===== src/rtl/peripheral_spi_slave_pkg.sv =====
// Shared definitions for the SPI slave peripheral: register addresses,
// frame width and core FSM state encoding.
package spi_slave_pkg;

  localparam int unsigned FRAME_BITS = 8;

  localparam logic [3:0] ADDR_TXD  = 4'h0;
  localparam logic [3:0] ADDR_CTRL = 4'h2;
  localparam logic [3:0] ADDR_RXD  = 4'h4;
  localparam logic [3:0] ADDR_BUSY = 4'h6;
  localparam logic [3:0] ADDR_NEW  = 4'h8;
  localparam logic [3:0] ADDR_STAT = 4'hA;

  typedef enum logic {
    IDLE   = 1'b0,
    ACTIVE = 1'b1
  } spi_state_e;

endpackage


===== src/rtl/peripheral_spi_slave_if.sv =====
// CPU register bus plus external SPI pins of the SPI slave peripheral.
//   d_in/cs/addr/rd/wr : CPU write data, select, address, strobes
//   d_out              : registered read data
//   ss/sck/mosi        : pins driven by the external SPI master
//   miso/miso_oe       : slave data out and its output enable
interface peripheral_spi_slave_if;
  logic [15:0] d_in;
  logic        cs;
  logic [3:0]  addr;
  logic        rd;
  logic        wr;
  logic [15:0] d_out;
  logic        ss;
  logic        sck;
  logic        mosi;
  logic        miso;
  logic        miso_oe;

  modport master (
    output d_in, cs, addr, rd, wr, ss, sck, mosi,
    input  d_out, miso, miso_oe
  );

  modport slave (
    input  d_in, cs, addr, rd, wr, ss, sck, mosi,
    output d_out, miso, miso_oe
  );
endinterface


===== src/rtl/peripheral_spi_slave_spi_slave.sv =====
// SPI mode-0 slave core: pin synchronizers, edge detection, frame FSM
// and shift registers.
//   ss_i/sck_i/mosi_i : asynchronous SPI pins
//   tx_buf_i          : byte to transmit, sampled on tx_load_o
//   tx_load_o         : strobe, tx_shift is loaded from tx_buf_i this cycle
//   rx_data_o         : received shift register contents
//   frame_done_o      : one-cycle pulse, rx_data_o holds a complete frame
//   busy_o, miso_o, miso_oe_o : registered status and pin outputs
module spi_slave
  import spi_slave_pkg::*;
#(
  parameter int unsigned FRAME_BITS  = spi_slave_pkg::FRAME_BITS,
  parameter int unsigned SYNC_STAGES = 2
) (
  input  logic                  clk,
  input  logic                  rst,
  input  logic                  ss_i,
  input  logic                  sck_i,
  input  logic                  mosi_i,
  input  logic [FRAME_BITS-1:0] tx_buf_i,
  output logic                  tx_load_o,
  output logic [FRAME_BITS-1:0] rx_data_o,
  output logic                  frame_done_o,
  output logic                  busy_o,
  output logic                  miso_o,
  output logic                  miso_oe_o
);

  localparam int unsigned CW = $clog2(FRAME_BITS);

  logic [SYNC_STAGES-1:0] ss_sync_q, sck_sync_q, mosi_sync_q;
  logic ss_dly_q, sck_dly_q;
  logic ss_s, sck_s, mosi_s;
  logic ss_fall, ss_rise, sck_rise, sck_fall;

  spi_state_e             state_q, state_d;
  logic [FRAME_BITS-1:0]  tx_shift_q, tx_shift_d;
  logic [FRAME_BITS-1:0]  rx_shift_q, rx_shift_d;
  logic [CW-1:0]          bit_cnt_q, bit_cnt_d;
  logic                   reload_q, reload_d;
  logic                   frame_done_q, frame_done_d;
  logic                   busy_q, miso_q, miso_oe_q;
  logic                   tx_load;

  // ss idles high so reset does not fabricate a frame start.
  always_ff @(posedge clk or negedge rst) begin
    if (!rst) begin
      ss_sync_q   <= '1;
      sck_sync_q  <= '0;
      mosi_sync_q <= '0;
      ss_dly_q    <= 1'b1;
      sck_dly_q   <= 1'b0;
    end else begin
      ss_sync_q   <= {ss_sync_q[SYNC_STAGES-2:0], ss_i};
      sck_sync_q  <= {sck_sync_q[SYNC_STAGES-2:0], sck_i};
      mosi_sync_q <= {mosi_sync_q[SYNC_STAGES-2:0], mosi_i};
      ss_dly_q    <= ss_s;
      sck_dly_q   <= sck_s;
    end
  end

  assign ss_s     = ss_sync_q[SYNC_STAGES-1];
  assign sck_s    = sck_sync_q[SYNC_STAGES-1];
  assign mosi_s   = mosi_sync_q[SYNC_STAGES-1];
  assign ss_fall  = ss_dly_q & ~ss_s;
  assign ss_rise  = ~ss_dly_q & ss_s;
  assign sck_rise = ~sck_dly_q & sck_s;
  assign sck_fall = sck_dly_q & ~sck_s;

  // bit_cnt wraps on the last bit rather than holding FRAME_BITS for a cycle;
  // reload_q defers the next tx_buf load to the following sck falling edge.
  always_comb begin
    state_d      = state_q;
    tx_shift_d   = tx_shift_q;
    rx_shift_d   = rx_shift_q;
    bit_cnt_d    = bit_cnt_q;
    reload_d     = reload_q;
    frame_done_d = 1'b0;
    tx_load      = 1'b0;
    case (state_q)
      IDLE: begin
        if (ss_fall) begin
          tx_shift_d = tx_buf_i;
          tx_load    = 1'b1;
          bit_cnt_d  = '0;
          reload_d   = 1'b0;
          state_d    = ACTIVE;
        end
      end
      ACTIVE: begin
        if (ss_rise) begin
          bit_cnt_d = '0;
          reload_d  = 1'b0;
          state_d   = IDLE;
        end else begin
          if (sck_rise) begin
            rx_shift_d = {rx_shift_q[FRAME_BITS-2:0], mosi_s};
            if (bit_cnt_q == CW'(FRAME_BITS - 1)) begin
              bit_cnt_d    = '0;
              frame_done_d = 1'b1;
              reload_d     = 1'b1;
            end else begin
              bit_cnt_d = bit_cnt_q + CW'(1);
            end
          end
          if (sck_fall) begin
            if (reload_q) begin
              tx_shift_d = tx_buf_i;
              tx_load    = 1'b1;
              reload_d   = 1'b0;
            end else begin
              tx_shift_d = {tx_shift_q[FRAME_BITS-2:0], 1'b0};
            end
          end
        end
      end
      default: state_d = IDLE;
    endcase
  end

  always_ff @(posedge clk or negedge rst) begin
    if (!rst) begin
      state_q      <= IDLE;
      tx_shift_q   <= '0;
      rx_shift_q   <= '0;
      bit_cnt_q    <= '0;
      reload_q     <= 1'b0;
      frame_done_q <= 1'b0;
      busy_q       <= 1'b0;
      miso_q       <= 1'b0;
      miso_oe_q    <= 1'b0;
    end else begin
      state_q      <= state_d;
      tx_shift_q   <= tx_shift_d;
      rx_shift_q   <= rx_shift_d;
      bit_cnt_q    <= bit_cnt_d;
      reload_q     <= reload_d;
      frame_done_q <= frame_done_d;
      busy_q       <= (state_d == ACTIVE);
      miso_q       <= (state_d == ACTIVE) & tx_shift_d[FRAME_BITS-1];
      miso_oe_q    <= (state_d == ACTIVE);
    end
  end

  assign tx_load_o    = tx_load;
  assign rx_data_o    = rx_shift_q;
  assign frame_done_o = frame_done_q;
  assign busy_o       = busy_q;
  assign miso_o       = miso_q;
  assign miso_oe_o    = miso_oe_q;

endmodule


===== src/rtl/peripheral_spi_slave.sv =====
// Memory-mapped SPI slave peripheral: address decode, CPU-visible
// registers and flags, registered read mux.
//   clk, rst : system clock, asynchronous active-low reset
//   bus      : CPU register bus and SPI pins (slave modport)
module peripheral_spi_slave
  import spi_slave_pkg::*;
#(
  parameter int unsigned FRAME_BITS  = spi_slave_pkg::FRAME_BITS,
  parameter int unsigned SYNC_STAGES = 2
) (
  input  logic                   clk,
  input  logic                   rst,
  peripheral_spi_slave_if.slave  bus
);

  logic [FRAME_BITS-1:0] tx_buf_q, tx_buf_d;
  logic [FRAME_BITS-1:0] rx_data_q, rx_data_d;
  logic                  tx_empty_q, tx_empty_d;
  logic                  new_data_q, new_data_d;
  logic                  overrun_q, overrun_d;
  logic [15:0]           d_out_q, d_out_d;

  logic                  tx_load, frame_done, busy;
  logic [FRAME_BITS-1:0] rx_shift;
  logic                  rd_en, wr_en, rd_rxd;

  spi_slave #(
    .FRAME_BITS  (FRAME_BITS),
    .SYNC_STAGES (SYNC_STAGES)
  ) u_core (
    .clk          (clk),
    .rst          (rst),
    .ss_i         (bus.ss),
    .sck_i        (bus.sck),
    .mosi_i       (bus.mosi),
    .tx_buf_i     (tx_buf_q),
    .tx_load_o    (tx_load),
    .rx_data_o    (rx_shift),
    .frame_done_o (frame_done),
    .busy_o       (busy),
    .miso_o       (bus.miso),
    .miso_oe_o    (bus.miso_oe)
  );

  assign rd_en  = bus.cs & bus.rd;
  assign wr_en  = bus.cs & bus.wr;
  assign rd_rxd = rd_en && (bus.addr == ADDR_RXD);

  // A read of rx_data in the completion cycle frees the slot first, so the
  // new frame is accepted and new_data stays set; a CPU write to tx_buf beats
  // a concurrent tx_load for tx_empty.
  always_comb begin
    tx_buf_d   = tx_buf_q;
    tx_empty_d = tx_empty_q;
    rx_data_d  = rx_data_q;
    new_data_d = new_data_q;
    overrun_d  = overrun_q;
    d_out_d    = '0;

    if (tx_load) tx_empty_d = 1'b1;
    if (wr_en && (bus.addr == ADDR_TXD)) begin
      tx_buf_d   = bus.d_in[FRAME_BITS-1:0];
      tx_empty_d = 1'b0;
    end
    if (wr_en && (bus.addr == ADDR_CTRL) && bus.d_in[1]) overrun_d = 1'b0;

    if (rd_rxd) new_data_d = 1'b0;
    if (frame_done) begin
      if (!new_data_q || rd_rxd) begin
        rx_data_d  = rx_shift;
        new_data_d = 1'b1;
      end else begin
        overrun_d = 1'b1;
      end
    end

    if (rd_en) begin
      case (bus.addr)
        ADDR_RXD:  d_out_d = 16'(rx_data_q);
        ADDR_BUSY: d_out_d = {15'b0, busy};
        ADDR_NEW:  d_out_d = {15'b0, new_data_q};
        ADDR_STAT: d_out_d = {14'b0, overrun_q, tx_empty_q};
        default:   d_out_d = '0;
      endcase
    end
  end

  always_ff @(posedge clk or negedge rst) begin
    if (!rst) begin
      tx_buf_q   <= '0;
      tx_empty_q <= 1'b1;
      rx_data_q  <= '0;
      new_data_q <= 1'b0;
      overrun_q  <= 1'b0;
      d_out_q    <= '0;
    end else begin
      tx_buf_q   <= tx_buf_d;
      tx_empty_q <= tx_empty_d;
      rx_data_q  <= rx_data_d;
      new_data_q <= new_data_d;
      overrun_q  <= overrun_d;
      d_out_q    <= d_out_d;
    end
  end

  assign bus.d_out = d_out_q;

endmodule


===== src/flat_wrapper.sv =====
// flat-port wrapper written by rule: the top's interface ports become plain ports
module peripheral_spi_slave_flat import spi_slave_pkg::*;
#(
  parameter int unsigned FRAME_BITS  = spi_slave_pkg::FRAME_BITS,
  parameter int unsigned SYNC_STAGES = 2
)
  (clk, rst, bus_d_in, bus_cs, bus_addr, bus_rd, bus_wr, bus_ss, bus_sck, bus_mosi, bus_d_out, bus_miso, bus_miso_oe);
  peripheral_spi_slave_if bus_i ();
  input  logic clk;
  input  logic rst;
  input wire logic [$bits(bus_i.d_in)-1:0] bus_d_in;
  input wire logic [$bits(bus_i.cs)-1:0] bus_cs;
  input wire logic [$bits(bus_i.addr)-1:0] bus_addr;
  input wire logic [$bits(bus_i.rd)-1:0] bus_rd;
  input wire logic [$bits(bus_i.wr)-1:0] bus_wr;
  input wire logic [$bits(bus_i.ss)-1:0] bus_ss;
  input wire logic [$bits(bus_i.sck)-1:0] bus_sck;
  input wire logic [$bits(bus_i.mosi)-1:0] bus_mosi;
  output wire logic [$bits(bus_i.d_out)-1:0] bus_d_out;
  output wire logic [$bits(bus_i.miso)-1:0] bus_miso;
  output wire logic [$bits(bus_i.miso_oe)-1:0] bus_miso_oe;
  assign bus_i.d_in = bus_d_in;
  assign bus_i.cs = bus_cs;
  assign bus_i.addr = bus_addr;
  assign bus_i.rd = bus_rd;
  assign bus_i.wr = bus_wr;
  assign bus_i.ss = bus_ss;
  assign bus_i.sck = bus_sck;
  assign bus_i.mosi = bus_mosi;
  assign bus_d_out = bus_i.d_out;
  assign bus_miso = bus_i.miso;
  assign bus_miso_oe = bus_i.miso_oe;
  peripheral_spi_slave #(.FRAME_BITS(FRAME_BITS), .SYNC_STAGES(SYNC_STAGES)) u_core (.clk(clk), .rst(rst), .bus(bus_i));
endmodule

===== config.mk =====
export PLATFORM = sky130hd
export DESIGN_NAME = peripheral_spi_slave_flat
export DESIGN_NICKNAME = d
export VERILOG_FILES = /design/src/rtl/peripheral_spi_slave_pkg.sv /design/src/rtl/peripheral_spi_slave_if.sv /design/src/rtl/peripheral_spi_slave_spi_slave.sv /design/src/rtl/peripheral_spi_slave.sv /design/src/flat_wrapper.sv
export SDC_FILE = /design/constraint.sdc
export NUM_CORES = 1
export LEC_CHECK = 0
export ABC_AREA = 0
export BUFFER_PORTS_ARGS = -buffer_cell sky130_fd_sc_hd__buf_2
export CAP_MARGIN = 25
export CORE_MARGIN = 5
export CORE_UTILIZATION = 40
export CTS_BUF_LIST = sky130_fd_sc_hd__clkbuf_8
export CTS_CLUSTER_DIAMETER = 60
export DETAILED_ROUTE_END_ITERATION = 8
export PLACE_DENSITY = 0.7
export SYNTH_ARGS = -nofsm -noshare
export SYNTH_HDL_FRONTEND = slang
export SYNTH_HIERARCHICAL = 1
export SYNTH_SLANG_ARGS = --single-unit

===== constraint.sdc =====
create_clock -name clk -period 1.2 [get_ports clk]
set_input_delay 0.24 -clock clk [delete_from_list [all_inputs] [get_ports clk]]
set_output_delay 0.24 -clock clk [all_outputs]
set_load 0.02 [all_outputs]

### After elaboration in Yosys (flattened, before gate mapping)

Index checks and enable logic that the tools add are counted.

* input bits: 28
* output and inout port bits: 18
* register bits: 66

* muxes and demuxes: 38
* $add $sub $neg: 1
* bitwise operators: 13
* reduce and logical (&&, ||, !) cells: 12
* equality and inequality tests: 10

Operator list (number)
* $mux 8: 4
* $pmux 8 s4: 1
* $mux 1: 23
* $mux 16: 1
* $pmux 8 s2: 1
* $mux 3: 4
* $eq 4x3->1 const B: 2
* $eq 4x4->1 const B: 2
* $and 1x1->1: 7
* $ne 2x2->1 const B: 3
* $not 1->1: 6
* $pmux 1 s2: 3
* $pmux 3 s2: 1
* $reduce_and 3->1: 2
* $eq 4x2->1 const B: 1
* $logic_and 1x1->1: 4
* $logic_not 4->1: 1
* $reduce_and 2->1: 2
* $add 3x1->3 const B: 1
* $eq 3x3->1 const B: 1
* $ne 3x3->1 const B: 1
* $reduce_bool 2->1: 1
* $logic_not 1->1: 1
* $logic_or 1x1->1: 1

### Logic depth before layout (Yosys ltp)

* depth after elaboration: 7
* gate-level depth with buffers: 5
* gate-level depth less buffers: 5

### Hierarchy

The synthesis kept the hierarchy.

By module, submodules not included
* spi_slave: cells each 116, area an instance 1388.8 µm², instances 1
* peripheral_spi_slave: cells each 124, area an instance 1370.1 µm², instances 1

### Worst setup path before layout

OpenSTA, ideal clock, no wires.

* path type: reg2reg
* start: register u_core.u_core.ss_dly_q
* end: register u_core.u_core.tx_shift_q[1]
* clock period less this slack: 1.317 ns
* setup slack: -0.117 ns
* buffers on the path: 1
* arrival time: 1.177 ns
* cell stages (with the launch flop): 5
* data required time: 1.060 ns
* path through: dfstp_2 or3b_1 buf_2 nand2_1 o221ai_1

* cells in the longest elaborated chain, start to end: 4
* elaborated cells on any way between the ends: 6
* classes of those cells: 2 x eq/ne; 3 x bitwise; 1 x reduce/logical

Ends and longest elaborated chain
* start, declared: RTL line peripheral_spi_slave_spi_slave.sv:32 `logic ss_dly_q, sck_dly_q;`
* start signal, assigned: RTL line peripheral_spi_slave_spi_slave.sv:57 `ss_dly_q <= ss_s;`
* $not 1->1: RTL line peripheral_spi_slave_spi_slave.sv:66 `assign ss_rise = ~ss_dly_q & ss_s;`
* $and 1x1->1: RTL line peripheral_spi_slave_spi_slave.sv:66
* $ne 2x2->1 (no source line)
* $reduce_and 3->1 (no source line) *
* end signal, assigned: RTL line peripheral_spi_slave_spi_slave.sv:134 `tx_shift_q <= tx_shift_d;`
* end, declared: RTL line peripheral_spi_slave_spi_slave.sv:37 `logic [FRAME_BITS-1:0] tx_shift_q, tx_shift_d;`

Mark *: on every way between the ends. The rest lies on a longest branch, timed or not.
A chain may end at the register's enable or synchronous reset.

### Final worst setup path

* start: register u_core.u_core.ss_dly_q
* end: register u_core.u_core.miso_q, in the netlist u_core/u_core/miso_o

* cells in the longest elaborated chain, start to end: 5
* elaborated cells on any way between the ends: 10
* classes of those cells: 6 x mux; 4 x bitwise

Ends and longest elaborated chain
* $not 1->1: RTL line peripheral_spi_slave_spi_slave.sv:66
* $and 1x1->1: RTL line peripheral_spi_slave_spi_slave.sv:66
* $mux 1 / $mux 8 (equally long branches): RTL line peripheral_spi_slave_spi_slave.sv:91 `if (ss_rise) begin`
* $pmux 1 s2 / $pmux 8 s2 (equally long branches): RTL line peripheral_spi_slave_spi_slave.sv:80 `case (state_q)`
* $and 1x1->1 *: RTL line peripheral_spi_slave_spi_slave.sv:140 `miso_q <= (state_d == ACTIVE) & tx_shift_d[FRAME_BITS-1];`
* end signal, assigned: RTL line peripheral_spi_slave_spi_slave.sv:140
* end, declared: RTL line peripheral_spi_slave_spi_slave.sv:42 `logic busy_q, miso_q, miso_oe_q;`

Mark *: on every way between the ends. The rest lies on a longest branch, timed or not. The select of a mux whose other input is x is not followed.

==> run summary <==
* **share of final-layout standard cells stronger than drive strength 1** 43.5%
* **power density relative to cell area** 1440 nW/um^2
* **failing checks** negative setup slack
* **Seq/Total Area, Yosys** 52.8%
* **FFs w/ async S/R, synth** 100%
* **Final Total Pwr** 5.41 mW
* **Synth Flop Type** sky130_fd_sc_hd__dfrtp_1
* **Max Root-Sink Buffers** 2
* **Routed Antenna Nets** 0
* **drt pass-1 iters** 5
* **clock tree from TritonCTS** built
* **number of diodes** 0
* **DRC violation count after routing** 0
* **insertion delay to the later sink of the worst-skew pair** 0.34 ns
* **f_max** 0.717 GHz
* **initial antenna violation count** 0
* **number of buffers inserted during clock tree synthesis** 9
* **status** finished with violations
* **Critical Path Fanout Max** 5
* **core area** 6760 sq um
* **crit path max-delay cell type** sky130_fd_sc_hd__dfstp_2
* **most common cell after layout, fill and taps aside** sky130_fd_sc_hd__dfrtp_1
* **maximum clock skew at final layout** 0.00820 ns
* **number of enable flip-flop cells after synthesis** 0
* **number of failing hold endpoints at the final stage** 0
* **leakage power** 1.76 nW
* **final wirelength** 6250 um
* **Synth top area share** 49.0%
* **post-synthesis cell type with the largest combined area** sky130_fd_sc_hd__dfrtp_1
* **Critical Path, Cell by Cell** buf_4 > or2b_1 > a31oi_1 > a31oi_1
* **number of DRC markers after the initial detailed-route iteration** 172
* **post-synth cell types** 51
* **Initial Utilization** 40.8%
* **wire length per cell** 15.3 um
* **number of sinks driven by the clock tree** 58
* **maximum number of pins on one net before global-route repair** 26
* **Arr. time, crit path** 1.60 ns
* **top cells by area, synth** sky130_fd_sc_hd__dfrtp_1 (49%), sky130_fd_sc_hd__mux2_2 (4.5%), sky130_fd_sc_hd__dfstp_2 (3.8%), sky130_fd_sc_hd__nand4_1 (3.4%), sky130_fd_sc_hd__buf_4 (3.0%)
* **die width** 93.1 um
* **die boundary height** 93.1 um
* **clock-pin slew of the registers on the worst-case setup and hold paths** 0.06 ns
* **Via Count** 2,216
* **worst-case setup margin in the final layout** -0.194 ns
* **IR drop worst, VDD** 0.733 mV
* **number of global-route vias before repair** 2,218
* **post-place setup slack** -0.215 ns
* **pins over their slew limit** 0
* **layout net count** 354
* **GRT overflow** 0
* **site row count** 30
* **summed instance area of the synthesized netlist** 2760 sq um
* **overall die area** 8660 sq um
* **number of violations of the max-capacitance limit** 0
* **Synth-to-Final Area Change** 36.4%
* **number of top-level pins** 46
* **most common cell type on the critical path** sky130_fd_sc_hd__a31oi_1
* **RD Place Congestion** 0.866
* **data required time of the critical path** 1.41 ns
* **worst hold path type** input port to flip-flop
* **number of input and output port buffers inserted** 29
* **CP peak stage delay** 0.56 ns
* **global-route wire length before repair** 10,400 um
* **final setup violating endpoints** 30
* **detailed placement HPWL** 3980 um
* **crit path kind** flip-flop to flip-flop
* **overall routing resource usage** 15.2%
* **CP Capture Type** flip-flop
* **unrepaired setup endpoints after global routing** true
* **post-synthesis sequential element count** 58
* **portion of the clock cycle consumed by the worst path in the final layout** 116%
* **shortest period the worst path allows** 1.39 ns
* **average via count per standard cell** 5.42
* **highest-count cells in the layout ignoring fill and taps** sky130_fd_sc_hd__dfrtp_1 (54), sky130_fd_sc_hd__buf_4 (38), sky130_fd_sc_hd__buf_2 (28)
* **per-instance average area after synthesis** 11.5 sq um
* **Mapped Cells** 240
* **root cell of the clock tree** sky130_fd_sc_hd__clkbuf_8
* **yosys warns** 6
* **setup slack of the most critical reg-to-reg path** -0.19 ns
* **crit path launch type** flip-flop
* **H-tree depth** 3
## logic make-up after synthesis
group	after synthesis	synth area share, %
simple gates	83	19.0
flops	58	52.8
compound gates	45	13.1
buf+inv	34	6.89
mux	16	6.94
fa+ha+maj	2	0.907
other cells	1	0.136
xor+xnor	1	0.318
## worst max-delay path: cells and delay by family (launching register included)
family,cells,cell delay (ns)
DFF,1,0.56
AOI/OAI and AO/OA,2,0.32
and+or+nand+nor,1,0.26
buffers and inverters,1,0.13
## registers in the layout (all words and copies together), names as in the netlist, 2 cells and up
signal	flops
u_core/u_core/rx_data_o	8
u_core/u_core/ss_sync_q	2
u_core/u_core/mosi_sync_q	2
u_core/u_core/sck_sync_q	2
u_core/tx_buf_q	8
u_core/bus.d_out	8
u_core/rx_data_q	8
u_core/u_core/bit_cnt_q	3
u_core/u_core/tx_shift_q	8
## Yosys cell counts, types with 2 or more instances
cell type,number
sky130_fd_sc_hd__mux2_1,2
sky130_fd_sc_hd__nand4_1,15
sky130_fd_sc_hd__clkbuf_1,3
sky130_fd_sc_hd__o21a_1,2
sky130_fd_sc_hd__nor3b_1,2
sky130_fd_sc_hd__and2b_1,2
sky130_fd_sc_hd__nand3_1,4
sky130_fd_sc_hd__and4bb_2,2
sky130_fd_sc_hd__dfstp_2,4
sky130_fd_sc_hd__mux2_2,11
sky130_fd_sc_hd__ha_1,2
sky130_fd_sc_hd__a21o_1,2
sky130_fd_sc_hd__buf_2,5
sky130_fd_sc_hd__nor2_1,5
sky130_fd_sc_hd__mux2_4,3
sky130_fd_sc_hd__and2_1,8
sky130_fd_sc_hd__o211ai_1,11
sky130_fd_sc_hd__buf_4,11
sky130_fd_sc_hd__dfrtp_1,54
sky130_fd_sc_hd__buf_6,2
sky130_fd_sc_hd__a222oi_1,8
sky130_fd_sc_hd__or2b_1,2
sky130_fd_sc_hd__inv_1,12
sky130_fd_sc_hd__o221ai_1,6
sky130_fd_sc_hd__nor2b_1,2
sky130_fd_sc_hd__a21oi_1,6
sky130_fd_sc_hd__nand2_1,18
sky130_fd_sc_hd__and3_1,6
sky130_fd_sc_hd__nand4b_1,4
sky130_fd_sc_hd__a31oi_1,5
## path summary, 6_finish.rpt
check | from | to | depth (start not counted)
worst max-delay path | u_core/u_core/ss_dly_q | u_core/u_core/miso_o | 4
worst min-delay path | bus_d_in[5] | u_core/tx_buf_q[5] | 2
worst max register to register | u_core/u_core/ss_dly_q | u_core/u_core/miso_o | 4
worst min register to register | u_core/u_core/sck_sync_q[0] | u_core/u_core/sck_sync_q[1] | 0
max in group asynchronous | rst | u_core/tx_buf_q[4] | 3
min in group asynchronous | rst | u_core/u_core/tx_shift_q[5] | 2
## where the power goes
part	switching [mW]	internal (mW)
Sequential	0.229	2.25
Combinational	0.433	0.562
Clock	0.740	1.20
Total	1.40	4.01
## metrics by stage
stage	cell area (sq um)	std cells	hold WS (ns)	TNS [ns]	util, %
floorplan	2790	247	-0.0556	-1.32	-
global placement	3200	371	0.165	-4.15	47.4
detailed placement	3200	371	0.166	-4.92	47.4
CTS	3670	405	0.116	-3.58	54.4
global route	3760	409	0.126	-5.29	55.7
finish	3760	409	0.128	-3.61	55.7
## final cells by class
type / count / area, sq um
fillers: 553 / 2990
inverters: 12 / 45.0
clock inverters: 6 / 76.3
repair buffers: 87 / 683
flip-flops and latches: 58 / 1460
well taps: 80 / 100
clock buffers: 10 / 138
multi-input cells: 156 / 1260
## repair_timing
action,CTS,global route
cloned,1,0
endpoints found under the setup margin,31,32
endpoints found under the hold margin,10,0
hold buffers,4,0
pin swaps,26,20
gates resized for setup,29,14
setup buffers,13,6
## routing by layer
layer	vias up	global-route usage (%)	routed length, um
li1	1052	-	-
met1	1059	19.9	2760
met2	93	23.8	2960
met3	12	3.30	390
met4	0	7.94	143
met5	-	0	0
(Power assumes the default switching activity.)
